### config.mk
export PLATFORM = sky130hd
export DESIGN_NAME = decode_stage
export DESIGN_NICKNAME = d
export VERILOG_FILES = /design/src/rtl/decode_stage.sv
export SDC_FILE = /design/constraint.sdc
export NUM_CORES = 1
export LEC_CHECK = 0
export ABC_AREA = 1
export CORE_UTILIZATION = 45
export CTS_CLUSTER_DIAMETER = 100
export DETAILED_ROUTE_END_ITERATION = 8
export MAX_ROUTING_LAYER = met4
export PLACE_DENSITY = 0.74
export SETUP_SLACK_MARGIN = 0.3
export SLEW_MARGIN = 25
export SYNTH_ARGS = -nofsm -noshare
export SYNTH_HDL_FRONTEND = slang
export SYNTH_SLANG_ARGS = --single-unit
### constraint.sdc
create_clock -name clk -period 6.3 [get_ports clk]
set_clock_uncertainty 0.05 [all_clocks]
set_input_delay 1.89 -clock clk [delete_from_list [all_inputs] [get_ports clk]]
set_output_delay 1.89 -clock clk [all_outputs]
set_load 0.03 [all_outputs]
### src/rtl/decode_stage.sv
// Instruction decode stage: decodes a 16-bit instruction on acceptance and
// queues the decoded bundle in a small FIFO toward the execute stage.
module decode_stage #(
    parameter int DATA_WIDTH     = 16,
    parameter int BUF_DEPTH      = 2,
    parameter int REG_ADDR_WIDTH = 4
) (
    input  logic                      clk,
    input  logic                      rst,
    input  logic                      in_valid,
    output logic                      in_ready,
    input  logic [15:0]               in_instr,
    input  logic [DATA_WIDTH-1:0]     in_pc,
    input  logic                      flush,
    output logic                      out_valid,
    input  logic                      out_ready,
    output logic [3:0]                out_op,
    output logic [REG_ADDR_WIDTH-1:0] out_dr,
    output logic [REG_ADDR_WIDTH-1:0] out_sr1,
    output logic [REG_ADDR_WIDTH-1:0] out_sr2,
    output logic [DATA_WIDTH-1:0]     out_imm,
    output logic                      out_reg_write,
    output logic                      out_mem_read,
    output logic                      out_mem_write,
    output logic                      out_is_branch,
    output logic                      out_use_imm,
    output logic [3:0]                out_br_mask,
    output logic                      out_sh_left,
    output logic                      out_sh_arith,
    output logic                      out_illegal,
    output logic [DATA_WIDTH-1:0]     out_pc
);

    localparam logic [3:0] OP_ADD  = 4'h0;
    localparam logic [3:0] OP_SUB  = 4'h1;
    localparam logic [3:0] OP_MUL  = 4'h2;
    localparam logic [3:0] OP_AND  = 4'h3;
    localparam logic [3:0] OP_OR   = 4'h4;
    localparam logic [3:0] OP_XOR  = 4'h5;
    localparam logic [3:0] OP_NOT  = 4'h6;
    localparam logic [3:0] OP_SH   = 4'h7;
    localparam logic [3:0] OP_LD   = 4'h8;
    localparam logic [3:0] OP_ST   = 4'h9;
    localparam logic [3:0] OP_LDI  = 4'hA;
    localparam logic [3:0] OP_B    = 4'hB;
    localparam logic [3:0] OP_ADDI = 4'hC;
    localparam logic [3:0] OP_AIPC = 4'hD;

    localparam int PW = (BUF_DEPTH > 1) ? $clog2(BUF_DEPTH) : 1;
    localparam int CW = PW + 1;
    localparam int BW = 4 + 3*REG_ADDR_WIDTH + DATA_WIDTH + 5 + 4 + 2 + 1 + DATA_WIDTH;

    logic [3:0]            op;
    logic [DATA_WIDTH-1:0] dec_imm;
    logic                  dec_rw, dec_mr, dec_mw, dec_br, dec_ui, dec_ill;
    logic [BW-1:0]         dec_bundle;

    assign op = in_instr[15:12];

    always_comb begin
        dec_imm = '0;
        dec_rw  = 1'b0;
        dec_mr  = 1'b0;
        dec_mw  = 1'b0;
        dec_br  = 1'b0;
        dec_ui  = 1'b0;
        dec_ill = 1'b0;
        case (op)
            OP_ADD, OP_SUB, OP_MUL, OP_AND, OP_OR, OP_XOR, OP_NOT: dec_rw = 1'b1;
            OP_SH: begin
                dec_rw  = 1'b1;
                dec_ui  = 1'b1;
                dec_imm = {{(DATA_WIDTH-5){1'b0}}, in_instr[4:0]};
            end
            OP_LD: begin
                dec_rw = 1'b1;
                dec_mr = 1'b1;
            end
            OP_ST: dec_mw = 1'b1;
            OP_LDI: begin
                dec_rw  = 1'b1;
                dec_ui  = 1'b1;
                dec_imm = {{(DATA_WIDTH-8){1'b0}}, in_instr[7:0]};
            end
            OP_B: begin
                dec_br  = 1'b1;
                dec_imm = {{(DATA_WIDTH-8){in_instr[7]}}, in_instr[7:0]};
            end
            OP_ADDI: begin
                dec_rw  = 1'b1;
                dec_ui  = 1'b1;
                dec_imm = {{(DATA_WIDTH-4){in_instr[3]}}, in_instr[3:0]};
            end
            OP_AIPC: begin
                dec_rw  = 1'b1;
                dec_ui  = 1'b1;
                dec_imm = {{(DATA_WIDTH-8){in_instr[7]}}, in_instr[7:0]};
            end
            default: dec_ill = 1'b1;
        endcase
    end

    // Branch mask and shift bits pass through raw even for non-branch/non-shift ops.
    assign dec_bundle = {op, in_instr[11:8], in_instr[7:4], in_instr[3:0], dec_imm,
                         dec_rw, dec_mr, dec_mw, dec_br, dec_ui,
                         in_instr[11:8], in_instr[7], in_instr[6], dec_ill, in_pc};

    logic [BW-1:0] mem_q [BUF_DEPTH];
    logic [PW-1:0] wr_ptr_q, wr_ptr_d, rd_ptr_q, rd_ptr_d;
    logic [CW-1:0] count_q, count_d;
    logic          in_ready_q, in_ready_d;
    logic          push, pop;

    assign out_valid = (count_q != '0);
    assign in_ready  = in_ready_q;
    assign push      = in_valid & in_ready_q & ~flush;
    assign pop       = out_valid & out_ready;

    always_comb begin
        wr_ptr_d = wr_ptr_q;
        rd_ptr_d = rd_ptr_q;
        count_d  = count_q;
        if (flush) begin
            wr_ptr_d = '0;
            rd_ptr_d = '0;
            count_d  = '0;
        end else begin
            if (push) wr_ptr_d = wr_ptr_q + PW'(1);
            if (pop)  rd_ptr_d = rd_ptr_q + PW'(1);
            case ({push, pop})
                2'b10:   count_d = count_q + CW'(1);
                2'b01:   count_d = count_q - CW'(1);
                default: count_d = count_q;
            endcase
        end
        in_ready_d = (count_d < CW'(BUF_DEPTH));
    end

    always_ff @(posedge clk) begin
        if (rst) begin
            wr_ptr_q   <= '0;
            rd_ptr_q   <= '0;
            count_q    <= '0;
            in_ready_q <= 1'b1;
        end else begin
            wr_ptr_q   <= wr_ptr_d;
            rd_ptr_q   <= rd_ptr_d;
            count_q    <= count_d;
            in_ready_q <= in_ready_d;
        end
    end

    // Storage is data-only; validity is tracked entirely by count_q.
    always_ff @(posedge clk) begin
        if (push && !rst) mem_q[wr_ptr_q] <= dec_bundle;
    end

    assign {out_op, out_dr, out_sr1, out_sr2, out_imm,
            out_reg_write, out_mem_read, out_mem_write, out_is_branch, out_use_imm,
            out_br_mask, out_sh_left, out_sh_arith, out_illegal, out_pc} = mem_q[rd_ptr_q];

endmodule

==> flow_summary.yaml <==
clock_tree:
  htree_levels: 3
  cts_setup_buffers: 0
  cts_root_buffer: "clkbuf_8"
  cts_tree: "built"
  ctsResizeCount: 0
  clkTransAtPathRegs_ps: 90
  numCtsBuffers: 9
  cts_hold_buffers: 0
  clock-sinks: 100
  clk-insertion-delay-late_ps: 350
  clockBufferDepth: 2
synthesis:
  yosysTopAreaCellShare_pct: 69.0
  syn_inst: 267
  ys_ff_latch: 100
  synth_top_cell_by_area: "edfxtp_1"
  synthTopCellsByArea: "edfxtp_1 69%, mux2_2 13%, dfxtp_1 2.9%, nand2_1 2.7%, buf_4 2.6%"
  synth_area_per_cell_um2: 15.3
  synth_cell_types: 23
  syn_area_um2: 4090
  ys_async_sr_fraction_pct: 0
  synth_nets: 305
  synth_edf_count: 94
  yosys_warnings: 0
  ys.flop_type: "edfxtp_1"
  synth.most_common_cell: "edfxtp_1"
  netlist_top_cells_count: "94 x edfxtp_1, 47 x mux2_2, 29 x nand2_1"
  ys_seq_area_share_pct: 71.9
sta:
  whs_ps: 437
  timing.final.crit_period_ps: 4160
  rsz0062_at_grt: "no"
  setup_viol: 0
  finalCritPeriodShare_pct: 66.0
  tns_ps: 0
  clock.fmax_mhz: 240
  final_hold_viol_count: 0
  maxSlewHeadroom_pct: 56.3
  slew_viol_final: 0
  worst_pin_slew_ps: 656
finish:
  drive_gt1_share_pct: 21.4
  nNetsFinal: 398
  num-fill-cells: 702
  area_growth_pct: 29.7
  final_util_pct: 60.6
  antennaDiodeCount: 0
pwr:
  p_total_mw: 1.30
  p_per_area_nw_per_um2: 244
  p_leak_nw: 1.89
  ir_drop_v: 0.000134
drt:
  firstDrtPassIters: 4
  num_vias: 2357
  viasPerCell: 4.98
  wirelength_um: 7260
  drc_errors: 0
  wire_per_inst_um: 15.3
  drtIter0Drc: 72
  drtAntennaViolNets: 0
flow_run:
  max_cap_viol_count: 0
setup_path:
  reg2reg_from: "in_ready$_SDFF_PP1_"
  reg2reg_slack_ps: 4640
  start_kind: "flop"
  r2r_end: "mem_q[0][50]$_DFFE_PP_"
  crit_arrival_ps: 2220
  critPathMaxFanout: 47
  worstPathRequired_ps: 4360
  endpoint_kind: "output pin"
  criticalPathCategory: "flop to output pin"
  r2r_cells: 3
die:
  die_w_um: 97.4
  die_area_um2: 9480
  coreArea_um2: 8760
  io_pins: 99
  rows: 34
  start_util_pct: 46.7
  chipHeight_um: 97.4
grt:
  grt_usage_pct: 16.3
  grt_pass1_vias: 2368
  antenna_found_initial: 0
  grt_pass1_wl_um: 11500
  globalRouteOverflowTotal: 0
  grt_max_degree: 48
place:
  gp_congestion: 0.760
  dp.final_hpwl_um: 4760
  port_buffers: 98
status:
  status: "finished, final reports clean"
min_path:
  hp-start: "count_q[0]$_SDFFE_PP0P_"
  hold_path_class: "flop to flop"
  hold_depth: 1
  holdPathEnd: "count_q[0]$_SDFFE_PP0P_"
[power by group]
part           total, mW  switching (mW)  internal (mW)
registers          0.743         0.00440          0.739
logic              0.120          0.0651         0.0544
clock network      0.434           0.212          0.222
[cell usage in the layout (no fill, tap or decap), types with 4 or more instances in the layout]
master           netlist  routed
clkbuf_8               0       9
clkdlybuf4s50_1        0      98
dfxtp_1                6       5
edfxtp_1              94      94
inv_1                 19      19
mux2_2                47      47
nand2_1               29      29
nand2_2                4       4
nand3_1               21      21
nor2_1                 9       9
[routing by layer]
layer / routed length [um] / GRT usage, % / up-vias / share of wire, %
li1: - / - / 1137 / -
met1: 3010 / 19.5 / 1141 / 42
met2: 3780 / 26.8 / 63 / 52
met3: 283 / 2.73 / 16 / 3.9
met4: 180 / 8.14 / 0 / 2.5
met5: 0 / - / - / 0
[kinds of logic (layout without fill, tap and decap cells)]
| kind of cell | count (synthesis) | count (layout) | synth area share (%) |
|---|---|---|---|
| adders and majority gates | 1 | 1 | 0.306 |
| muxes | 47 | 47 | 12.9 |
| AOI/OAI and AO/OA | 6 | 6 | 0.764 |
| DFF | 100 | 100 | 71.9 |
| and+or+nand+nor | 75 | 75 | 8.74 |
| buffers and inverters | 38 | 136 | 5.35 |
[sequential cells by signal, indices dropped and copies added (netlist names), named ones only]
register / cells
wr_ptr_q: 1
mem_q: 94
rd_ptr_q: 1
count_q: 2
in_ready: 1
[through the flow]
| stage | std cells | cell area (um2) | worst slack, ps |
|---|---|---|---|
| after detailed placement | 457 | 5090 | 2480 |
| after floorplan | 267 | 4090 | 456 |
| final | 473 | 5310 | 2140 |
| after CTS | 473 | 5310 | 2080 |
| after global placement | 457 | 5090 | 2160 |
| after global routing | 473 | 5310 | 2000 |
[area by class of cell]
class | instances | area (um2) | share of cell area, %
tap | 108 | 135 | 2.55
multi-input combinational | 129 | 941 | 17.7
timing repair buffer | 100 | 996 | 18.8
clock inverter | 7 | 91.3 | 1.72
clock buffer | 9 | 124 | 2.33
sequential | 100 | 2950 | 55.5
inverter | 20 | 75.1 | 1.41
[worst max path at each step]
| stage | slack [ps] | depth (start not counted) | endpoint |
|---|---|---|---|
| floorplan | 460 | 2 | mem_q[0][0]$_DFFE_PP_ |
| global placement | 2160 | 2 | out_imm[10] |
| detailed placement | 2480 | 2 | out_imm[11] |
| CTS | 2080 | 2 | out_imm[11] |
| global route | 2000 | 2 | out_imm[15] |
| finish | 2140 | 2 | out_imm[11] |
[critical path, stage by stage, from the launching register on]
cell             delay, ps
dfxtp_4                760
mux2_2                 470
clkdlybuf4s50_1        620
(Power assumes the default switching activity.)
